<file path="config.mk">
export PLATFORM = sky130hd
export DESIGN_NAME = tlul_timer
export DESIGN_NICKNAME = d
export VERILOG_FILES = /design/src/rtl/tlul_timer.sv
export SDC_FILE = /design/constraint.sdc
export NUM_CORES = 1
export LEC_CHECK = 0
export CORE_UTILIZATION = 55
export DETAILED_ROUTE_END_ITERATION = 8
export DONT_BUFFER_PORTS = 1
export HOLD_SLACK_MARGIN = 0.12
export PLACE_DENSITY = 0.84
export SLEW_MARGIN = 25
export SYNTH_ARGS = -nofsm -noshare
export SYNTH_HDL_FRONTEND = slang
export SYNTH_SLANG_ARGS = --single-unit
</file>
<file path="constraint.sdc">
create_clock -name clk_i -period 3.8 [get_ports clk_i]
set_clock_uncertainty 0.05 [all_clocks]
set_input_delay 0.76 -clock clk_i [delete_from_list [all_inputs] [get_ports clk_i]]
set_output_delay 0.76 -clock clk_i [all_outputs]
set_load 0.005 [all_outputs]
</file>
<file path="src/rtl/tlul_timer.sv">
// tlul_timer: TL-UL timer peripheral in a 1 kB device slot.
// Prescaled 64-bit free-running mtime, 64-bit mtimecmp, level interrupt.
// Single outstanding request, registered response one cycle after acceptance.
//
// Ports:
//   clk_i  - clock
//   rst_i  - synchronous active-high reset
//   tl_i   - TL-UL request channel (tlul_pkg::tl_h2d_t)
//   tl_o   - TL-UL response channel (tlul_pkg::tl_d2h_t)
//   irq_o  - registered level timer interrupt
//
// Optional build macro TLUL_TIMER_SNAPSHOT_EN: a read of MTIME_LO latches
// mtime[63:32] into a shadow returned by MTIME_HI reads (coherent LO/HI pair).
// PrescW must not exceed 32.

package tlul_pkg;
    localparam logic [2:0] PutFullData    = 3'h0;
    localparam logic [2:0] PutPartialData = 3'h1;
    localparam logic [2:0] Get            = 3'h4;
    localparam logic [2:0] AccessAck      = 3'h0;
    localparam logic [2:0] AccessAckData  = 3'h1;

    typedef struct packed {
        logic        a_valid;
        logic [2:0]  a_opcode;
        logic [2:0]  a_param;
        logic [1:0]  a_size;
        logic [7:0]  a_source;
        logic [31:0] a_address;
        logic [3:0]  a_mask;
        logic [31:0] a_data;
        logic        d_ready;
    } tl_h2d_t;

    typedef struct packed {
        logic        d_valid;
        logic [2:0]  d_opcode;
        logic [2:0]  d_param;
        logic [1:0]  d_size;
        logic [7:0]  d_source;
        logic        d_sink;
        logic [31:0] d_data;
        logic        d_error;
        logic        a_ready;
    } tl_d2h_t;
endpackage

module tlul_timer #(
    parameter int          PrescW      = 16,
    parameter logic [63:0] CmpResetVal = 64'hFFFF_FFFF_FFFF_FFFF
) (
    input  logic              clk_i,
    input  logic              rst_i,
    input  tlul_pkg::tl_h2d_t tl_i,
    output tlul_pkg::tl_d2h_t tl_o,
    output logic              irq_o
);
    localparam logic [9:0] OffCtrl   = 10'h000;
    localparam logic [9:0] OffPresc  = 10'h004;
    localparam logic [9:0] OffMtLo   = 10'h008;
    localparam logic [9:0] OffMtHi   = 10'h00C;
    localparam logic [9:0] OffCmpLo  = 10'h010;
    localparam logic [9:0] OffCmpHi  = 10'h014;
    localparam logic [9:0] OffStatus = 10'h018;

    logic              en_q, irq_en_q, irq_q;
    logic [PrescW-1:0] presc_q, pcnt_q;
    logic [63:0]       mtime_q, cmp_q;
    logic              d_valid_q, d_error_q;
    logic [2:0]        d_opcode_q;
    logic [1:0]        d_size_q;
    logic [7:0]        d_source_q;
    logic [31:0]       d_data_q;
`ifdef TLUL_TIMER_SNAPSHOT_EN
    logic [31:0]       shadow_q;
`endif

    logic [9:0]  offset;
    logic        accept, is_get, is_put, addr_hit, bad, wr_en, rd_en, tick, cmp_hit;
    logic [31:0] rdata;
    logic        unused_tl;

    function automatic logic [31:0] merge_bytes(input logic [31:0] cur,
                                                input logic [31:0] wdata,
                                                input logic [3:0]  mask);
        logic [31:0] res;
        res = cur;
        for (int i = 0; i < 4; i++) begin
            if (mask[i]) res[i*8 +: 8] = wdata[i*8 +: 8];
        end
        return res;
    endfunction

    assign unused_tl = ^{tl_i.a_param, tl_i.a_address[31:10]};

    assign offset  = tl_i.a_address[9:0];
    assign accept  = tl_i.a_valid & ~d_valid_q;
    assign is_get  = (tl_i.a_opcode == tlul_pkg::Get);
    assign is_put  = (tl_i.a_opcode == tlul_pkg::PutFullData) |
                     (tl_i.a_opcode == tlul_pkg::PutPartialData);
    assign bad     = ~(is_get | is_put) | (tl_i.a_address[1:0] != 2'b00) | ~addr_hit;
    assign wr_en   = accept & is_put & ~bad;
    assign rd_en   = accept & is_get & ~bad;
    assign tick    = en_q & (pcnt_q == presc_q);
    assign cmp_hit = (mtime_q >= cmp_q);

    always_comb begin
        addr_hit = 1'b0;
        case (offset)
            OffCtrl, OffPresc, OffMtLo, OffMtHi,
            OffCmpLo, OffCmpHi, OffStatus: addr_hit = 1'b1;
            default:                       addr_hit = 1'b0;
        endcase
    end

    always_comb begin
        rdata = '0;
        case (offset)
            OffCtrl:   rdata = {30'b0, irq_en_q, en_q};
            OffPresc:  rdata = 32'(presc_q);
            OffMtLo:   rdata = mtime_q[31:0];
`ifdef TLUL_TIMER_SNAPSHOT_EN
            OffMtHi:   rdata = shadow_q;
`else
            OffMtHi:   rdata = mtime_q[63:32];
`endif
            OffCmpLo:  rdata = cmp_q[31:0];
            OffCmpHi:  rdata = cmp_q[63:32];
            OffStatus: rdata = {31'b0, cmp_hit};
            default:   rdata = '0;
        endcase
    end

    // Control registers and compare value
    always_ff @(posedge clk_i) begin
        if (rst_i) begin
            en_q     <= 1'b0;
            irq_en_q <= 1'b0;
            presc_q  <= '0;
            cmp_q    <= CmpResetVal;
            irq_q    <= 1'b0;
        end else begin
            if (wr_en && offset == OffCtrl && tl_i.a_mask[0]) begin
                en_q     <= tl_i.a_data[0];
                irq_en_q <= tl_i.a_data[1];
            end
            if (wr_en && offset == OffPresc)
                presc_q <= PrescW'(merge_bytes(32'(presc_q), tl_i.a_data, tl_i.a_mask));
            if (wr_en && offset == OffCmpLo)
                cmp_q[31:0] <= merge_bytes(cmp_q[31:0], tl_i.a_data, tl_i.a_mask);
            if (wr_en && offset == OffCmpHi)
                cmp_q[63:32] <= merge_bytes(cmp_q[63:32], tl_i.a_data, tl_i.a_mask);
            // Compare uses current register values, so writes show up one cycle later.
            irq_q <= irq_en_q & cmp_hit;
        end
    end

    // Prescaler and mtime; a bus write to either mtime half swallows that cycle's tick.
    always_ff @(posedge clk_i) begin
        if (rst_i) begin
            pcnt_q  <= '0;
            mtime_q <= '0;
        end else begin
            if (wr_en && offset == OffPresc)
                pcnt_q <= '0;
            else if (en_q)
                pcnt_q <= tick ? '0 : pcnt_q + PrescW'(1);

            if (wr_en && offset == OffMtLo)
                mtime_q[31:0] <= merge_bytes(mtime_q[31:0], tl_i.a_data, tl_i.a_mask);
            else if (wr_en && offset == OffMtHi)
                mtime_q[63:32] <= merge_bytes(mtime_q[63:32], tl_i.a_data, tl_i.a_mask);
            else if (tick)
                mtime_q <= mtime_q + 64'd1;
        end
    end

`ifdef TLUL_TIMER_SNAPSHOT_EN
    always_ff @(posedge clk_i) begin
        if (rst_i)
            shadow_q <= '0;
        else if (rd_en && offset == OffMtLo)
            shadow_q <= mtime_q[63:32];
        else if (wr_en && offset == OffMtHi)
            shadow_q <= merge_bytes(mtime_q[63:32], tl_i.a_data, tl_i.a_mask);
    end
`endif

    // Response channel: valid is the only reset state; payload is captured on accept.
    always_ff @(posedge clk_i) begin
        if (rst_i)
            d_valid_q <= 1'b0;
        else if (accept)
            d_valid_q <= 1'b1;
        else if (tl_i.d_ready)
            d_valid_q <= 1'b0;
    end

    always_ff @(posedge clk_i) begin
        if (accept) begin
            d_opcode_q <= is_get ? tlul_pkg::AccessAckData : tlul_pkg::AccessAck;
            d_size_q   <= tl_i.a_size;
            d_source_q <= tl_i.a_source;
            d_data_q   <= rd_en ? rdata : 32'h0;
            d_error_q  <= bad;
        end
    end

    always_comb begin
        tl_o          = '0;
        tl_o.d_valid  = d_valid_q;
        tl_o.d_opcode = d_opcode_q;
        tl_o.d_param  = 3'h0;
        tl_o.d_size   = d_size_q;
        tl_o.d_source = d_source_q;
        tl_o.d_sink   = 1'b0;
        tl_o.d_data   = d_data_q;
        tl_o.d_error  = d_error_q;
        tl_o.a_ready  = ~d_valid_q;
    end

    assign irq_o = irq_q;
endmodule

</file>
After elaboration in Yosys (flattened, before gate mapping)
Index checks and enable logic that the tools add are counted.
- register bits after elaboration: 210
- logic and storage cells: 112
- input bits: 88
- eq/ne operators: 18
- bitwise logic cells: 16
- $add $sub $neg: 2
- reduce and logical (&&, ||, !) cells: 33
- $lt $le $gt $ge: 1
- multiplexer cells: 14
- operators by type and width (kind ; count):
    32-bit case mux with 7 select lines ; 1
    32-bit 2-to-1 mux ; 3
    64-bit by 1-bit adder with 64-bit output, second input constant ; 1
    64-bit >= comparator ; 1
    64-bit 2-to-1 mux ; 1
    8-bit 2-to-1 mux ; 4
    10-bit by 5-bit == test with 1-bit output, second input constant ; 3
    3-bit AND reduction ; 8
    10-bit by 4-bit == test with 1-bit output, second input constant ; 2
    2-bit AND reduction ; 10
    2-bit inequality test, second input constant ; 9
    16-bit by 1-bit adder with 16-bit output, second input constant ; 1
    16-bit == test ; 1
    16-bit 2-to-1 mux ; 1
    10-bit by 3-bit == test with 1-bit output, second input constant ; 1
    10-bit logical NOT ; 1
    2-bit nonzero test ; 4
    1-bit bitwise AND ; 7
    1-bit logical AND ; 7
    7-bit OR reduction ; 1
    1-bit inverter ; 5
    1-bit 2-to-1 mux ; 4
    1-bit OR ; 4
    3-bit by 1-bit == test with 1-bit output, second input constant ; 1
    other kinds (3) ; 3

Longest topological paths before layout
Gate-level depths: netlist of the first run.
- depth after elaboration: 11
- gate-level depth with buffers: 10

Least setup slack after synthesis of the first run
OpenSTA, ideal clock, no wires.
- path kind: input -> register
- start: input tl_i[85] (netlist bit)
- end: register d_data_q[0] (data pin)
- cell stages on the path: 4
- data arrival time: 3.680 ns
- data required time: 3.598 ns
- buffers on the path: 0
- path slack: -0.081 ns
- cell sequence: nor2b_1 nand3_1 a211o_1 a31oi_1
- longest elaborated chain between the ends: 3
- ends and longest elaborated chain (what ; RTL line ; source):
    from (decl) ; 54 ; input tlul_pkg::tl_h2d_t tl_i,
    1-bit bitwise AND ; 97 ; assign accept = tl_i.a_valid & ~d_valid_q;
    1-bit bitwise AND (2 in series) ; 103 ; assign rd_en = accept & is_get & ~bad;
    to (signal assigned) ; 204 ; d_data_q <= rd_en ? rdata : 32'h0;
    to (decl) ; 73 ; logic [31:0] d_data_q;
No other way between the ends.
A chain may end at the register's enable or synchronous reset.

Worst setup path after layout of the first run
- start: register mtime_q[12]
- end: register mtime_q[51]
- longest elaborated chain between the ends: 3
- ends and longest elaborated chain (what ; RTL line ; source):
    from (decl) ; 68 ; logic [63:0] mtime_q, cmp_q;
    from (signal assigned) ; 170 ; mtime_q[31:0] <= merge_bytes(mtime_q[31:0], tl_i.a_data, tl_i.a_mask);
    from (signal assigned) ; 174 ; mtime_q <= mtime_q + 64'd1;
    64-bit by 1-bit adder with 64-bit output ; 174 ;
    64-bit 2-to-1 mux ; 173 ; else if (tick)
    32-bit 2-to-1 mux ; 171 ; else if (wr_en && offset == OffMtHi)
No other way between the ends. The select of a mux whose other input is x is not followed.

==> results of run 1 <==
[metal layers]
metal	vias to the layer above	track usage, %	share of wire (%)
met5	-	0	0
met3	130	7.126	12
met2	833	52.59	44
met4	0	12.92	3.6
li1	5510	-	-
met1	5683	46.72	41
[critical path, cell delays in order (launching register included)]
cell	delay, ns
sky130_fd_sc_hd__dfxtp_1	0.50
sky130_fd_sc_hd__and4_1	0.40
sky130_fd_sc_hd__and4_1	0.37
sky130_fd_sc_hd__nand3_1	0.41
sky130_fd_sc_hd__nor3_1	0.79
sky130_fd_sc_hd__a211oi_1	0.17
sky130_fd_sc_hd__a2111oi_1	0.40
[power by group]
part	switching, mW	internal, mW	total, mW
sequential	0.0170	2.28	2.30
clock	0.909	1.23	2.13
combinational	0.0503	0.0172	0.0675
[per-stage QoR]
step / instances / utilization [%]
2_1_floorplan: 1503 / -
3_3_place_gp: 1713 / 57.30
3_5_place_dp: 1713 / 57.30
4_1_cts: 1755 / 60.51
5_1_grt: 1755 / 60.52
6_report: 1755 / 60.52
[placed cells by master (no fill, tap or decap), types with 40 or more instances in the layout]
cell type | synthesis | final
sky130_fd_sc_hd__o211ai_1 | 63 | 63
sky130_fd_sc_hd__nand3_1 | 60 | 60
sky130_fd_sc_hd__dfxtp_1 | 164 | 164
sky130_fd_sc_hd__a22oi_1 | 53 | 53
sky130_fd_sc_hd__inv_1 | 78 | 77
sky130_fd_sc_hd__ha_1 | 66 | 66
sky130_fd_sc_hd__nor2_1 | 75 | 73
sky130_fd_sc_hd__o21ai_0 | 56 | 56
sky130_fd_sc_hd__nand4_1 | 40 | 40
sky130_fd_sc_hd__a21oi_1 | 140 | 140
sky130_fd_sc_hd__nand2_1 | 209 | 209
sky130_fd_sc_hd__edfxtp_1 | 44 | 44
[worst max path at each step]
stage | from | endpoint | slack [ns] | cells after the start
2_1_floorplan | tl_i[85] | d_data_q[0] | 0.87 | 4
5_1_grt | mtime_q[12] | mtime_q[51] | 0.49 | 6
6_report | mtime_q[12] | mtime_q[51] | 0.58 | 6
4_1_cts | d_valid_q | mtime_q[32] | 0.78 | 6
3_3_place_gp | tl_i[84] | mtime_q[32] | 0.49 | 6
3_5_place_dp | tl_i[44] | cmp_q[61] | 0.44 | 6
[flip-flops by register name, summed over array words and instances, names as in the netlist, 2 cells and up]
signal / count
presc_q: 16
cmp_q: 64
d_data_q: 32
d_source_q: 8
pcnt_q: 16
mtime_q: 64
d_size_q: 2
[cells by family after synthesis]
kind of cell,synth area share [%]
buffers and inverters,6.018
adders and majority gates,6.698
and+or+nand+nor,21.41
other,0.03042
AOI/OAI and AO/OA,25.61
DFF,37.35
xor gates and xnor gates,2.202
muxes,0.6799
[final cells by class]
class	count	share of cell area, %
sequential	208	34.76
tap	280	2.645
multi-input combinational	1113	53.07
clock buffer	34	4.807
timing repair buffer	34	2.021
inverter	78	2.210
clock inverter	8	0.4911
==> summary.json, run 1 <==
{
  "status": {
    "status": "complete, no violations"
  },
  "timing": {
    "final_critical_path_setup_slack_ns": 0.5831,
    "slew_headroom_pct": 39.83,
    "achievable-frequency_mhz": 310.9,
    "layout_worst_path_cycle_share_pct": 84.66,
    "slew_viol_final": 0,
    "finalSetupViolations": 0,
    "final.hold.worst_slack_ns": 0.2684,
    "setup_tns_ns": 0,
    "tightest_slew_ns": 0.8956,
    "setup_repair_after_global_routing_missed_its_margin": "no",
    "total_count_of_hold_check_failures_in_the_final_report": 0,
    "finalCriticalPeriod_ns": 3.217
  },
  "setup_path": {
    "type_of_the_worst_setup_path": "flip-flop to flip-flop",
    "worst_r2r_endpoint": "mtime_q[51]",
    "worst_setup_path_end_kind": "flip-flop",
    "critical_path_fanout_max": 9,
    "worst-endpoint-arrival_ns": 3.56,
    "timing.reg2reg.worst_path_depth": 6,
    "crit_required_ns": 4.14,
    "crit_path_start_kind": "flip-flop",
    "worst_r2r_startpoint": "mtime_q[12]",
    "ff2ff_setup_slack_ns": 0.58
  },
  "min_path": {
    "hold_class": "primary input to flip-flop",
    "hold_end": "presc_q[4]",
    "min-delay-start": "rst_i",
    "whs_path_depth": 1
  },
  "floorplanning": {
    "die_w_microns": 151.7,
    "fp.dieArea_sq_mm": 0.02302,
    "floorplan.die.height_microns": 151.7,
    "initial_utilization_pct": 56.32,
    "floorplan.core_area_sq_mm": 0.02189,
    "placementRows": 54,
    "io-pin-count": 141
  },
  "cells_and_area": {
    "sequential_cell_area_sq_mm": 0.004604,
    "num-nets-final": 1612,
    "multi_input_comb_area_sq_mm": 0.007030,
    "final_area_sq_mm": 0.01325,
    "layout-drive-gt1-share_pct": 6.305,
    "antenna-diode-count": 0,
    "area.growth.synth_to_final_pct": 7.449,
    "fill_cells": 1900
  },
  "clock_network": {
    "post_cts.repair.setup_buffers": 0,
    "clk_transition_reported_paths_ns": 0.06,
    "cts_root_buffer": "sky130_fd_sc_hd__clkbuf_16",
    "number_of_buffers_between_clock_root_and_the_deepest_sink": 3,
    "later_pin_clock_latency_in_the_skew_report_ns": 0.52,
    "clock_sink_count": 208,
    "cts-buffers-inserted": 23,
    "hold_buffers": 0,
    "cts_resized": 0,
    "tritoncts": "done",
    "htreeDepth": 1
  },
  "route": {
    "routed_wl_mm": 39.82,
    "dr.first_iter.drc_count": 1732,
    "antenna_left": 0,
    "wl_per_cell_microns": 22.69,
    "detail_route.vias_per_cell": 6.926,
    "num_vias": 12156,
    "drc": 0,
    "drt_pre_antenna_iters": 7
  },
  "yosys": {
    "post_synth_edffs": 44,
    "yosysTopAreaCellShare_pct": 26.63,
    "post_synth_inst_count": 1498,
    "netlist_top_cells_count": "209 x sky130_fd_sc_hd__nand2_1, 164 x sky130_fd_sc_hd__dfxtp_1, 140 x sky130_fd_sc_hd__a21oi_1",
    "synth_seq_area_share_pct": 37.35,
    "yosys_register_bits": 208,
    "synth_ff_type": "sky130_fd_sc_hd__dfxtp_1",
    "ys_warn_count": 0,
    "synthMostInstantiatedCell": "sky130_fd_sc_hd__nand2_1",
    "synth_area_per_cell_sq_um": 8.231,
    "syn-cell-area_sq_mm": 0.01233,
    "async_reset_ff_share_pct": 0,
    "yosysUniqueCellTypes": 77,
    "yosys-top-cells-area": "sky130_fd_sc_hd__dfxtp_1 27%, sky130_fd_sc_hd__edfxtp_1 11%, sky130_fd_sc_hd__ha_1 6.7%, sky130_fd_sc_hd__nand2_1 6.4%, sky130_fd_sc_hd__a21oi_1 5.7%",
    "synthDominantAreaCellType": "sky130_fd_sc_hd__dfxtp_1"
  },
  "placed_design": {
    "finalWeightedCongestion": 0.9786,
    "hpwl_mm": 27.95,
    "placement.io_buffers": 0,
    "detailedPlace.worstSlack_ns": 0.4447,
    "placedInstanceArea_sq_mm": 0.01254
  },
  "global_route": {
    "initial_antenna_violation_count": 0,
    "grt_pass1_vias": 11011,
    "grt_first_pass_wirelength_mm": 60.97,
    "grt_max_degree": 82,
    "grt-ovfl-total": 0,
    "globalRouteTotalUtil_pct": 34.16
  },
  "power_and_ir_drop": {
    "total_power_mw": 4.501,
    "power.leakage_nw": 4.999,
    "power.density_cell_area_mw_per_mm2": 339.8,
    "power.ir.vdd_worst_uv": 207.4
  },
  "flow_run": {
    "max_cap_viol_count": 0
  }
}
Note: power is estimated with default switching activity, not from simulation.
==> run 2, diff against run 1 <==
==> constraint.sdc (replaced) <==
create_clock -name clk_i -period 2.8 [get_ports clk_i]
set_clock_uncertainty 0.05 [all_clocks]
set_input_delay 0.56 -clock clk_i [delete_from_list [all_inputs] [get_ports clk_i]]
set_output_delay 0.56 -clock clk_i [all_outputs]
set_load 0.005 [all_outputs]
==> run 2 against run 1 <==
- first-iteration DRC count up 2.3%
- maximum frequency rose by 19%
- critical endpoint is now mtime_q[41]
- critical path type unchanged
- power grew 48%
==> summary.json, run 2 (synthesis gave the netlist of run 1 again) <==
{
  "status": {
    "status": "complete, no violations"
  },
  "timing": {
    "layout_worst_path_cycle_share": {"value": 96.93, "unit": "%", "change": "+12 points"},
    "finalSetupViolations": {"value": 0, "change": "unchanged"},
    "final.hold.worst_slack": {"value": 0.1239, "unit": "ns", "change": "-0.1445 ns"},
    "final_critical_path_setup_slack": {"value": 0.08604, "unit": "ns", "change": "-0.4970 ns"},
    "slew_viol_final": {"value": 0, "change": "unchanged"},
    "finalCriticalPeriod": {"value": 2.714, "unit": "ns", "change": "-0.5030 ns"},
    "achievable-frequency": {"value": 368.5, "unit": "MHz", "change": "+19%"},
    "setup_tns": {"value": 0, "unit": "ns", "change": "unchanged"},
    "slew_headroom": {"value": 53.87, "unit": "%", "change": "+14 points"},
    "total_count_of_hold_check_failures_in_the_final_report": {"value": 0, "change": "unchanged"},
    "tightest_slew": {"value": 0.6919, "unit": "ns", "change": "-0.2037 ns"}
  },
  "route": {
    "antenna_left": {"value": 0, "change": "unchanged"},
    "route.met2.wl": {"value": 18.72, "unit": "mm", "change": "+6.8%"},
    "met1_length": {"value": 17.28, "unit": "mm", "change": "+6.9%"},
    "met3_wl": {"value": 5.116, "unit": "mm", "change": "+9.6%"},
    "wl_per_cell": {"value": 22.67, "unit": "microns", "change": "about the same"},
    "detail_route.vias_per_cell": {"value": 6.799, "change": "-1.8%"},
    "drt_pre_antenna_iters": {"value": 7, "change": "unchanged"},
    "num_vias": {"value": 12905, "change": "+6.2%"},
    "dr.first_iter.drc_count": {"value": 1772, "change": "+2.3%"},
    "top_layer_used": "met4",
    "routed_wl": {"value": 43.03, "unit": "mm", "change": "+8.1%"},
    "drc": {"value": 0, "change": "unchanged"}
  },
  "placed_design": {
    "place.detailed.instances": {"value": 1834, "change": "+7.1%"},
    "finalWeightedCongestion": {"value": 1.000, "change": "+2.2%"},
    "placement.io_buffers": {"value": 0, "change": "unchanged"},
    "hpwl": {"value": 30.30, "unit": "mm", "change": "+8.4%"},
    "detailedPlace.worstSlack": {"value": -0.1738, "unit": "ns", "change": "-0.6185 ns"},
    "placedInstanceArea": {"value": 0.01358, "unit": "sq mm", "change": "+8.2%"}
  },
  "min_path": {
    "hold_end": "cmp_q[32]",
    "min-delay-start": "tl_i[1]",
    "hold_class": "primary input to flip-flop",
    "whs_path_depth": {"value": 2, "change": "+1"}
  },
  "global_route": {
    "globalRouteTotalUtil": {"value": 37.39, "unit": "%", "change": "+3.2 points"},
    "initial_antenna_violation_count": {"value": 0, "change": "unchanged"},
    "grt-ovfl-total": {"value": 0, "change": "unchanged"},
    "grt_max_degree": {"value": 76, "change": "-7.3%"},
    "grt_pass1_vias": {"value": 12183, "change": "+11%"},
    "grt_first_pass_wirelength": {"value": 66.56, "unit": "mm", "change": "+9.2%"}
  },
  "power_and_ir_drop": {
    "power.density_cell_area": {"value": 452.4, "unit": "mW/mm^2", "change": "+33%"},
    "total_power": {"value": 6.651, "unit": "mW", "change": "+48%"},
    "power.ir.vdd_worst": {"value": 337.3, "unit": "uV", "change": "+63%"},
    "share_clk_of_total_power": {"value": 50.8, "unit": "%", "change": "+3.4 points"},
    "power.combinational.fraction": {"value": 2.3, "unit": "%", "change": "+0.8 points"},
    "power_internal": {"value": 5.236, "unit": "mW", "change": "+49%"},
    "swShare": {"value": 21.28, "unit": "%", "change": "-0.41 points"},
    "power.leakage": {"value": 5.826, "unit": "nW", "change": "+17%"},
    "pwr-share-seq": {"value": 46.9, "unit": "%", "change": "-4.2 points"},
    "power.switching": {"value": 1.415, "unit": "mW", "change": "+45%"}
  },
  "clock_network": {
    "later_pin_clock_latency_in_the_skew_report": {"value": 0.53, "unit": "ns", "change": "about the same"},
    "cts_root_buffer": "sky130_fd_sc_hd__clkbuf_16",
    "post_cts.repair.setup_buffers": {"value": 0, "change": "unchanged"},
    "number_of_buffers_between_clock_root_and_the_deepest_sink": {"value": 3, "change": "unchanged"},
    "clk_transition_reported_paths": {"value": 0.06, "unit": "ns", "change": "about the same"},
    "cts-buffers-inserted": {"value": 24, "change": "+4.3%"},
    "tritoncts": "done",
    "clock_sink_count": {"value": 208, "change": "unchanged"},
    "htreeDepth": {"value": 1, "change": "unchanged"}
  },
  "setup_path": {
    "worst_r2r_startpoint": "mtime_q[4]",
    "timing.reg2reg.worst_path_depth": {"value": 7, "change": "+1"},
    "slowest_stage": "sky130_fd_sc_hd__or3_1",
    "critical_path_fanout_max": {"value": 7, "change": "-2"},
    "worst_setup_path_end_kind": "flip-flop",
    "crit_required": {"value": 3.13, "unit": "ns", "change": "-1.01 ns"},
    "worst_r2r_endpoint": "mtime_q[41]",
    "type_of_the_worst_setup_path": "flip-flop to flip-flop",
    "worst-endpoint-arrival": {"value": 3.04, "unit": "ns", "change": "-0.52 ns"},
    "crit_path_start_kind": "flip-flop",
    "crit_chain": "and3_1 -> nand4_1 -> or3_1 -> nor4_1 -> buf_4 -> o22a_1 -> o32ai_1",
    "ff2ff_setup_slack": {"value": 0.09, "unit": "ns", "change": "-0.50 ns"},
    "max_stage_delay": {"value": 0.59, "unit": "ns", "change": "-0.20 ns"}
  },
  "cells_and_area": {
    "mostFrequentLayoutCell": "sky130_fd_sc_hd__nand2_1",
    "final_cell_mix": "209 x sky130_fd_sc_hd__nand2_1, 164 x sky130_fd_sc_hd__dfxtp_1, 144 x sky130_fd_sc_hd__buf_4, 139 x sky130_fd_sc_hd__a21oi_1, 77 x sky130_fd_sc_hd__inv_1",
    "final-instance-count-excl-fill": {"value": 1898, "change": "+8.1%"},
    "layout-drive-gt1-share": {"value": 14.40, "unit": "%", "change": "+8.1 points"},
    "area.growth.synth_to_final_pct": 19.23,
    "antenna-diode-count": {"value": 0, "change": "unchanged"},
    "post-route-util": {"value": 67.15, "unit": "%", "change": "+6.6 points"},
    "largest_registers": "cmp_q x64, mtime_q x64, d_data_q x32",
    "num-nets-final": {"value": 1754, "change": "+8.8%"},
    "final_area": {"value": 0.01470, "unit": "sq mm", "change": "+11%"}
  },
  "floorplanning": {
    "initial_utilization": {"value": 56.32, "unit": "%", "change": "unchanged"},
    "floorplan.core_area": {"value": 0.02189, "unit": "sq mm", "change": "unchanged"},
    "die_w": {"value": 151.7, "unit": "microns", "change": "unchanged"},
    "io-pin-count": {"value": 141, "change": "unchanged"},
    "floorplan.die.height": {"value": 151.7, "unit": "microns", "change": "unchanged"},
    "placementRows": {"value": 54, "change": "unchanged"},
    "fp.dieArea": {"value": 0.02302, "unit": "sq mm", "change": "unchanged"}
  },
  "flow_run": {
    "max_cap_viol_count": {"value": 0, "change": "unchanged"}
  }
}
run 2: cell types whose count changed in the layout (fill, tap and decap cells not counted), moves of 5 or more:
cell / change
sky130_fd_sc_hd__clkbuf_8: +6
sky130_fd_sc_hd__buf_4: +111
sky130_fd_sc_hd__buf_12: +10
sky130_fd_sc_hd__clkinv_1: -5
sky130_fd_sc_hd__dlygate4sd3_1: +19
run 2: how the worst max path moves through the flow:
stage	from	to	cells after the start
final	mtime_q[4]	mtime_q[41]	7
after floorplan	tl_i[85]	d_data_q[0]	4
after global placement	cmp_q[41]	d_data_q[0]	10
after CTS	d_valid_q	presc_q[0]	8
after detailed placement	cmp_q[46]	d_data_q[0]	10
after global routing	mtime_q[0]	d_data_q[0]	9
run 2: layout make-up:
cell class / instances / area [sq um]
fillers: 1691 / 7191
well taps: 280 / 350.3
flip-flops and latches: 208 / 4604
clock inverters: 4 / 73.82
repair buffers: 175 / 1519
inverters: 78 / 292.8
clock buffers: 40 / 783.3
multi-input cells: 1113 / 7077
run 2: critical path, delay by kind of cell (launching register included):
family	cells	cell delay (ns)
AO/OA/AOI/OAI	2	0.18
buffers and inverters	1	0.19
AND/OR/NAND/NOR	4	1.67
flip-flops	1	0.47
run 2: metal layers:
metal  up-vias  track usage (%)
li1       5808                -
met1      5974            50.29
met2       964            56.70
met3       159            7.754
met4         0            18.27
met5         -                0
run 2: power groups by stage:
stage	Combinational, mW	Sequential, mW	Clock (mW)
floorplan	0.0957	3.18	0
global placement	0.102	3.18	0
detailed placement	0.104	3.19	0
CTS	0.149	3.12	3.39
global route	0.163	3.13	3.52
finish	0.153	3.12	3.38
run 2: what timing repair did:
| item | in CTS | in global routing |
|---|---|---|
| pin swaps | 0 | 1 |
| endpoints found under the setup margin | 2 | 7 |
| hold buffers | 19 | 1 |
| hold endpoints to repair | 90 | 1 |
| gates resized for setup | 2 | 8 |
